<file path="src/rtl/pipelined_mac.sv">
// Pipelined signed multiply-accumulate: input register, PIPE product stages, accumulator.
// Control flags travel with each product so init/accumulate ordering matches issue order.
module pipelined_mac #(
  parameter int INW  = 16,
  parameter int OUTW = 64,
  parameter int PIPE = 1,
  parameter int SAT  = 0
) (
  input  logic                   clk,
  input  logic                   reset,
  input  logic signed [INW-1:0]  input0,
  input  logic signed [INW-1:0]  input1,
  input  logic signed [INW-1:0]  init_value,
  input  logic                   init_acc,
  input  logic                   input_valid,
  output logic signed [OUTW-1:0] out,
  output logic                   out_valid,
  output logic                   overflow
);

  localparam logic signed [OUTW-1:0] ACC_MAX = {1'b0, {(OUTW-1){1'b1}}};
  localparam logic signed [OUTW-1:0] ACC_MIN = {1'b1, {(OUTW-1){1'b0}}};

  // Sum of two OUTW-bit signed values kept one bit wider so overflow is visible.
  function automatic logic [OUTW:0] wide_sum(input logic [OUTW-1:0] a, input logic [OUTW-1:0] b);
    wide_sum = {a[OUTW-1], a} + {b[OUTW-1], b};
  endfunction

  logic signed [INW-1:0]    in0_q, in1_q, initv_q;
  logic                     init_q, vld_q;

  logic signed [2*INW-1:0]  mul_s;
  logic signed [OUTW-1:0]   prod_s;

  logic signed [OUTW-1:0]   p_prod_q  [PIPE];
  logic signed [INW-1:0]    p_initv_q [PIPE];
  logic                     p_init_q  [PIPE];
  logic                     p_vld_q   [PIPE];

  logic [OUTW:0]            sum_s;
  logic                     sum_ovf_s;
  logic signed [OUTW-1:0]   acc_q, acc_d;
  logic                     out_valid_q, out_valid_d;
  logic                     ovf_q, ovf_d;

  // Input register stage.
  always_ff @(posedge clk or negedge reset) begin
    if (!reset) begin
      in0_q   <= '0;
      in1_q   <= '0;
      initv_q <= '0;
      init_q  <= 1'b0;
      vld_q   <= 1'b0;
    end else begin
      in0_q   <= input0;
      in1_q   <= input1;
      initv_q <= init_value;
      init_q  <= init_acc;
      vld_q   <= input_valid;
    end
  end

  // Full-precision product, sign-extended to the accumulator width.
  always_comb begin
    mul_s  = (2*INW)'(in0_q) * (2*INW)'(in1_q);
    prod_s = OUTW'(mul_s);
  end

  // Product pipeline; stage 0 takes the multiplier output, later stages shift.
  always_ff @(posedge clk or negedge reset) begin
    if (!reset) begin
      for (int k = 0; k < PIPE; k++) begin
        p_prod_q[k]  <= '0;
        p_initv_q[k] <= '0;
        p_init_q[k]  <= 1'b0;
        p_vld_q[k]   <= 1'b0;
      end
    end else begin
      p_prod_q[0]  <= prod_s;
      p_initv_q[0] <= initv_q;
      p_init_q[0]  <= init_q;
      p_vld_q[0]   <= vld_q;
      for (int k = 1; k < PIPE; k++) begin
        p_prod_q[k]  <= p_prod_q[k-1];
        p_initv_q[k] <= p_initv_q[k-1];
        p_init_q[k]  <= p_init_q[k-1];
        p_vld_q[k]   <= p_vld_q[k-1];
      end
    end
  end

  // Accumulator next state: init beats data, overflow is sticky until init.
  always_comb begin
    sum_s       = wide_sum(acc_q, p_prod_q[PIPE-1]);
    sum_ovf_s   = sum_s[OUTW] ^ sum_s[OUTW-1];
    acc_d       = acc_q;
    ovf_d       = ovf_q;
    out_valid_d = 1'b0;
    if (p_init_q[PIPE-1]) begin
      acc_d       = OUTW'(p_initv_q[PIPE-1]);
      ovf_d       = 1'b0;
      out_valid_d = 1'b1;
    end else if (p_vld_q[PIPE-1]) begin
      out_valid_d = 1'b1;
      if (sum_ovf_s) begin
        ovf_d = 1'b1;
        if (SAT != 0) begin
          acc_d = sum_s[OUTW] ? ACC_MIN : ACC_MAX;
        end else begin
          acc_d = sum_s[OUTW-1:0];
        end
      end else begin
        acc_d = sum_s[OUTW-1:0];
      end
    end else begin
      out_valid_d = 1'b0;
    end
  end

  // Accumulator and output flag registers.
  always_ff @(posedge clk or negedge reset) begin
    if (!reset) begin
      acc_q       <= '0;
      out_valid_q <= 1'b0;
      ovf_q       <= 1'b0;
    end else begin
      acc_q       <= acc_d;
      out_valid_q <= out_valid_d;
      ovf_q       <= ovf_d;
    end
  end

  assign out       = acc_q;
  assign out_valid = out_valid_q;
  assign overflow  = ovf_q;

endmodule

</file>
<file path="config.mk">
export PLATFORM = sky130hd
export DESIGN_NAME = pipelined_mac
export DESIGN_NICKNAME = d
export VERILOG_FILES = /design/src/rtl/pipelined_mac.sv
export SDC_FILE = /design/constraint.sdc
export NUM_CORES = 1
export LEC_CHECK = 0
export ABC_AREA = 1
export CAP_MARGIN = 10
export CORE_MARGIN = 5
export CORE_UTILIZATION = 35
export CTS_BUF_LIST = sky130_fd_sc_hd__clkbuf_8 sky130_fd_sc_hd__clkbuf_16
export CTS_CLUSTER_DIAMETER = 40
export CTS_CLUSTER_SIZE = 30
export DETAILED_ROUTE_END_ITERATION = 8
export REMOVE_ABC_BUFFERS = 1
export SETUP_SLACK_MARGIN = 0.4
export SLEW_MARGIN = 25
export SYNTH_ARGS = -nofsm -noshare
export SYNTH_HDL_FRONTEND = slang
export SYNTH_SLANG_ARGS = --single-unit
</file>
<file path="constraint.sdc">
create_clock -name clk -period 10 [get_ports clk]
set_input_delay 2 -clock clk [delete_from_list [all_inputs] [get_ports clk]]
set_output_delay 2 -clock clk [all_outputs]
set_load 0.005 [all_outputs]
</file>
==> results of run 1 <==
## cells in the final DEF (no fill, tap or decap), types with 12 or more instances in the layout
cell	count
ha_1	146
o21bai_1	19
nand4_1	18
nor2_1	166
inv_2	17
o211ai_1	12
nand3_1	100
xor2_1	21
dfrtp_1	166
nor2_2	23
a21oi_1	159
inv_1	632
o21ai_0	61
clkdlybuf4s50_1	116
o21ai_1	16
nand2_1	732
xnor2_1	39
fa_1	263
nand2_2	29
clkbuf_16	17
## cell usage after synthesis, types with 6 or more instances
cell        n  area, um2
buf_2       6       30.0
nand3b_1    9       67.6
o21ai_0    61        305
nor2_1    167        627
nor3_1      9       45.0
inv_1     632       2370
nand2_1   732       2750
inv_2      17       63.8
nand4_1    18        113
nand2_2    29        181
clkbuf_1   68        255
ha_1      146       1830
nor2_2     23        144
o21bai_1   19        143
a21oi_2     6       52.6
o21ai_1    16       80.1
dfrtp_1   166       4150
fa_1      263       5270
nand3_1   100        500
o211ai_1   12       90.1
xor2_1     21        184
xnor2_1    39        342
a21oi_1   159        796
## cell families after synthesis
family,count (synthesis)
DFF,166
buffers and inverters,726
AOI/OAI and AO/OA,295
adders and majority gates,409
and+or+nand+nor,1109
xor gates and xnor gates,60
## per-stage QoR
step                cells  hold slack, ns  instance area (um2)
global placement     3589           0.333                22700
CTS                  3621           0.350                23300
floorplan            2690           0.331                20500
detailed placement   3589           0.335                22700
finish               3621           0.347                23300
global route         3621           0.354                23300
## state kept, by name (all words and copies together), names as in the netlist
signal and cells:
p_init_q 1, out 64, initv_q 16, p_prod_q 32
in1_q 16, vld_q 1, overflow 1, p_vld_q 1
p_initv_q 16, in0_q 16, init_q 1, out_valid 1
## layout make-up
cell class | count | share of cell area, %
multi-input cells | 1873 | 59.6
flip-flops and latches | 166 | 17.8
inverters | 651 | 10.5
repair buffers | 126 | 5.33
well taps | 773 | 4.15
clock buffers | 17 | 1.82
clock inverters | 15 | 0.778
## path summary, 6_finish.rpt
kind | from | end | slack (ns) | cells past startpoint
setup / recovery | in1_q[1]$_DFF_PN0_ | p_prod_q[29]$_DFF_PN0_ | 3.67 | 22
hold / removal | initv_q[7]$_DFF_PN0_ | p_initv_q[7]$_DFF_PN0_ | 0.35 | 0
setup reg to reg | in1_q[1]$_DFF_PN0_ | p_prod_q[29]$_DFF_PN0_ | 3.67 | 22
hold reg to reg | initv_q[7]$_DFF_PN0_ | p_initv_q[7]$_DFF_PN0_ | 0.35 | 0
max in group asynchronous | reset | in0_q[8]$_DFF_PN0_ | 7.33 | 2
min in group asynchronous | reset | out[37]$_DFFE_PN0P_ | 1.48 | 1
## worst max-delay path, stage by stage, from the launching register on
cell     delay, ns
dfrtp_1       0.78
nand2_1       0.21
inv_1         0.16
fa_1          0.54
fa_1          0.87
fa_1          0.52
fa_1          0.51
fa_1          0.49
inv_1         0.05
fa_1          0.47
inv_1         0.04
ha_1          0.37
nand2_1       0.13
nor2_1        0.16
inv_1         0.07
nor2_1        0.15
nand4_1       0.15
nand3_1       0.17
nand2_1       0.07
nand2_1       0.09
nand2_1       0.08
nand3_1       0.07
nand2_1       0.06
## routing by layer
layer	vias up	track usage [%]	routed length, um	part of all wire [%]
met5	-	0	0	0
met1	8279	26.5	27900	45
met4	0	6.29	1870	3.0
met3	92	3.15	2940	4.8
li1	8434	-	-	-
met2	432	32.7	29000	47
==> out/qor.txt, run 1 <==
Run status -> complete, no violations
Syn Area/Cell -> 7.51 um2
Via-to-Cell Ratio -> 4.76
Post-Synth XOR/XNOR Area -> 2.53%
Hold Fails Final Rpt -> 0
Post_cts resized -> 0
First-pass GRT wire length -> 98700 um
Die H -> 254 um
Synth Flop Type -> dfrtp_1
RSZ-0062 raised after global routing -> no
Final clock skew -> 0.0239 ns
Post-Syn Area -> 20800 um2
H-tree depth -> 4
Initial antenna violation count -> 0
Syn-to-layout area delta -> 12.2%
Die Area -> 64300 um2
Seq/Total Area, Yosys -> 20.0%
Largest family of logic cells by synthesized area -> adder cells
Syn. warnings -> 0
Count of flip-flops with a built-in enable after synthesis -> 0
# setup viols final -> 0
Post-synthesis compound-gate area fraction -> 7.94%
Core area -> 58900 um2
1st-iter DRT viols -> 1148
Vias -> 17200
Port bufs -> 117
Final WL -> 61700 um
Arr. time, crit path -> 6.70 ns
N_diodes -> 0
Vias in the first global route -> 17700
Routed Antenna Nets -> 0
Post-synthesis register bit count -> 166
Gr ovfl total -> 0
Wire per inst -> 17.0 um
CP Data Required Time -> 10.37 ns
Die width -> 254 um
Distinct cells, synth -> 43
Register area -> 4150 um2
Largest net degree at the start of global routing -> 61
Remaining DRCs -> 0
Initial Utilization -> 35.3%
Slew Viols, Final -> 0
TritonCTS sink count -> 166
Final core utilization -> 39.6%
GRT Overall Usage -> 19.7%
Crit Path Class -> register to register
Deepest clock path buffer count -> 2
Final period utilization -> 63.3%
# fillers -> 6131
Max_slew headroom -> 45.5%
Cell Rows -> 89
Synth Area in Simple Gates -> 22.3%
CTS Buf Count -> 17
Synth Area in Adders -> 34.1%
Element type at the critical path end -> register
Root Buffer -> clkbuf_16
Clk_lat worst skew -> 0.50 ns
DP Worst Slack -> 3.66 ns
Post-synthesis mux area share -> 0%
DR pass1 iterations -> 5
Clock slew at reported path FFs -> 0.07 ns
Post-CTS setup buffer count -> 0
Hold bufs inserted after CTS -> 0
Min Tclk post-route -> 6.33 ns
Synth async-reset ratio -> 100%
CP Launch Type -> register
CTS tree -> done
Nets -> 3296
Worst Path Max Fanout -> 16
Multi-input gate area -> 13900 um2
Least-Margin Pin Slew -> 0.818 ns
Achievable frequency -> 0.158 GHz
Final WS setup -> 3.67 ns
Synth Instances -> 2765
Max_cap viols -> 0
Gpl congestion -> 0.965
Share of layout cells above drive strength 1 -> 4.88%
IO Pins -> 118
Type of the tightest min-delay check -> register to register
Detailed Place HPWL -> 51100 um
TNS Setup -> 0 ns
Power of run 1 is not shown: default switching activity piles up to over one toggle a cycle in this logic, so the estimate is an artifact.
==> run 2, diff against run 1 <==
clock period = 5.6 ns   (was 10 ns; I/O delays follow)
==> run 2 against run 1 <==
Compared with the run above: first-iteration DRC count down 0.87%; setup slack worse by 3.4 ns; clock skew down 0.0055 ns; sequential share of layout area down 1.4 points; non-clock buffer count up 152; register-to-register slack worse by 3.4 ns; critical path type unchanged; flip-flop and latch count unchanged; hold slack worse by 0.00086 ns; final cell count up 4.2%; fmax up 19%.
==> out/qor.txt, run 2 (synthesis results as in run 1) <==
Gr ovfl total -> 0 (unchanged)
CP Data Required Time -> 6.00 ns (-4.37 ns)
Wire per inst -> 16.8 um (-1.4%)
Max_slew headroom -> 32.6% (-13 points)
GRT Overall Usage -> 19.8% (+0.11 points)
CTS Buf Count -> 17 (unchanged)
Final hold slack -> 0.347 ns (-0.000862 ns)
N_diodes -> 0 (unchanged)
Hold Fails Final Rpt -> 0 (unchanged)
Clock slew at reported path FFs -> 0.08 ns (about the same)
Die width -> 254 um (unchanged)
Syn-to-layout area delta -> 22.7%
Die Area -> 64300 um2 (unchanged)
DR pass1 iterations -> 7 (+2)
Achievable frequency -> 0.187 GHz (+19%)
Worst Path Max Fanout -> 5 (-11)
Hold bufs inserted after CTS -> 0 (unchanged)
Gpl congestion -> 0.964 (-0.17%)
Final WL -> 63400 um (+2.8%)
Final clock skew -> 0.0184 ns (-0.00549 ns)
Crit Path Class -> register to register
Deepest clock path buffer count -> 2 (unchanged)
First-pass GRT wire length -> 99800 um (+1.1%)
Clk_lat worst skew -> 0.49 ns (about the same)
Vias in the first global route -> 18300 (+3.5%)
# fillers -> 5950 (-3.0%)
Vias -> 17700 (+2.9%)
Root Buffer -> clkbuf_16
Port bufs -> 117 (unchanged)
TritonCTS sink count -> 166 (unchanged)
# setup viols final -> 0 (unchanged)
Final period utilization -> 95.4% (+32 points)
Routed Antenna Nets -> 0 (unchanged)
Most frequent cells in the layout -> nand2_1, inv_1, fa_1
Max_cap viols -> 0 (unchanged)
Die H -> 254 um (unchanged)
Detailed Place HPWL -> 51900 um (+1.6%)
Initial antenna violation count -> 0 (unchanged)
Most common cell after layout, fill and taps aside -> nand2_1
RSZ-0062 raised after global routing -> yes
IO Pins -> 118 (unchanged)
Slew Viols, Final -> 0 (unchanged)
CP Launch Type -> register
Arr. time, crit path -> 5.74 ns (-0.96 ns)
Largest register FFs -> 64 (unchanged)
Share of layout cells above drive strength 1 -> 15.8% (+11 points)
Cell Rows -> 89 (unchanged)
Min Tclk post-route -> 5.34 ns (-0.989 ns)
Largest net degree at the start of global routing -> 118 (+93%)
Nets -> 3448 (+4.6%)
Least-Margin Pin Slew -> 1.01 ns (+0.190 ns)
Run status -> complete, no violations
Remaining DRCs -> 0 (unchanged)
Core area -> 58900 um2 (unchanged)
H-tree depth -> 4 (unchanged)
1st-iter DRT viols -> 1138 (-0.87%)
Via-to-Cell Ratio -> 4.70 (-1.2%)
CTS tree -> done
Initial Utilization -> 35.3% (unchanged)
Type of the tightest min-delay check -> register to register
Element type at the critical path end -> register
run 2: layer usage:
layer	track usage, %	routed length [um]
met5	0	0
met4	6.24	2110
met3	3.13	2950
met2	33.5	30500
met1	26.1	27800
run 2: cell type report:
| type | instances | area (um2) | share of cell area, % |
|---|---|---|---|
| Inverter | 651 | 2450 | 9.60 |
| Clock inverter | 15 | 176 | 0.692 |
| Timing Repair Buffer | 278 | 2650 | 10.4 |
| Tap cell | 773 | 967 | 3.80 |
| Clock buffer | 17 | 425 | 1.67 |
| Multi-Input combinational cell | 1873 | 14600 | 57.4 |
| Sequential cell | 166 | 4190 | 16.4 |
run 2: critical path, cell delays in order (launching register included):
cell and delay [ns]:
dfrtp_2 0.44, buf_4 0.15, buf_4 0.14, buf_4 0.13, nand2_1 0.05, inv_1 0.05
fa_1 0.50, fa_1 0.56, fa_1 0.59, fa_1 0.43, fa_1 0.49, inv_1 0.05
fa_1 0.47, inv_1 0.07, ha_4 0.30, nand2_1 0.14, nor3_1 0.19, inv_1 0.09
nor3_2 0.11, nand2_1 0.07, nand2_1 0.07, xor2_1 0.17
run 2: what timing repair did:
action                                  CTS  global route
resized for setup                       113           138
cloned                                    0             1
buffers inserted                         35            37
pin swaps                                39            49
endpoints found under the setup margin   19            20
run 2: stage by stage:
| step | worst slack [ns] | cells | area [um2] | utilization [%] | setup TNS (ns) |
|---|---|---|---|---|---|
| final | 0.257 | 3773 | 25500 | 43.3 | 0 |
| after global placement | -0.409 | 3668 | 23400 | 39.7 | -0.847 |
| after global routing | 0.0629 | 3773 | 25500 | 43.3 | 0 |
| after CTS | 0.272 | 3735 | 24700 | 42.0 | 0 |
| after detailed placement | -0.382 | 3668 | 23400 | 39.7 | -0.847 |
| after floorplan | 0.0956 | 2690 | 20500 | - | 0 |
run 2: final timing paths:
| path | start | to | slack, ns | cells past startpoint |
|---|---|---|---|---|
| max in group asynchronous | reset | in0_q[1]$_DFF_PN0_ | 3.94 | 2 |
| max reg2reg | in0_q[10]$_DFF_PN0_ | p_prod_q[31]$_DFF_PN0_ | 0.26 | 21 |
| min | initv_q[0]$_DFF_PN0_ | p_initv_q[0]$_DFF_PN0_ | 0.35 | 0 |
| min reg2reg | initv_q[0]$_DFF_PN0_ | p_initv_q[0]$_DFF_PN0_ | 0.35 | 0 |
| max | in0_q[10]$_DFF_PN0_ | p_prod_q[31]$_DFF_PN0_ | 0.26 | 21 |
| min in group asynchronous | reset | out[45]$_DFFE_PN0P_ | 0.58 | 1 |
Power of run 2 is left out for the same reason.
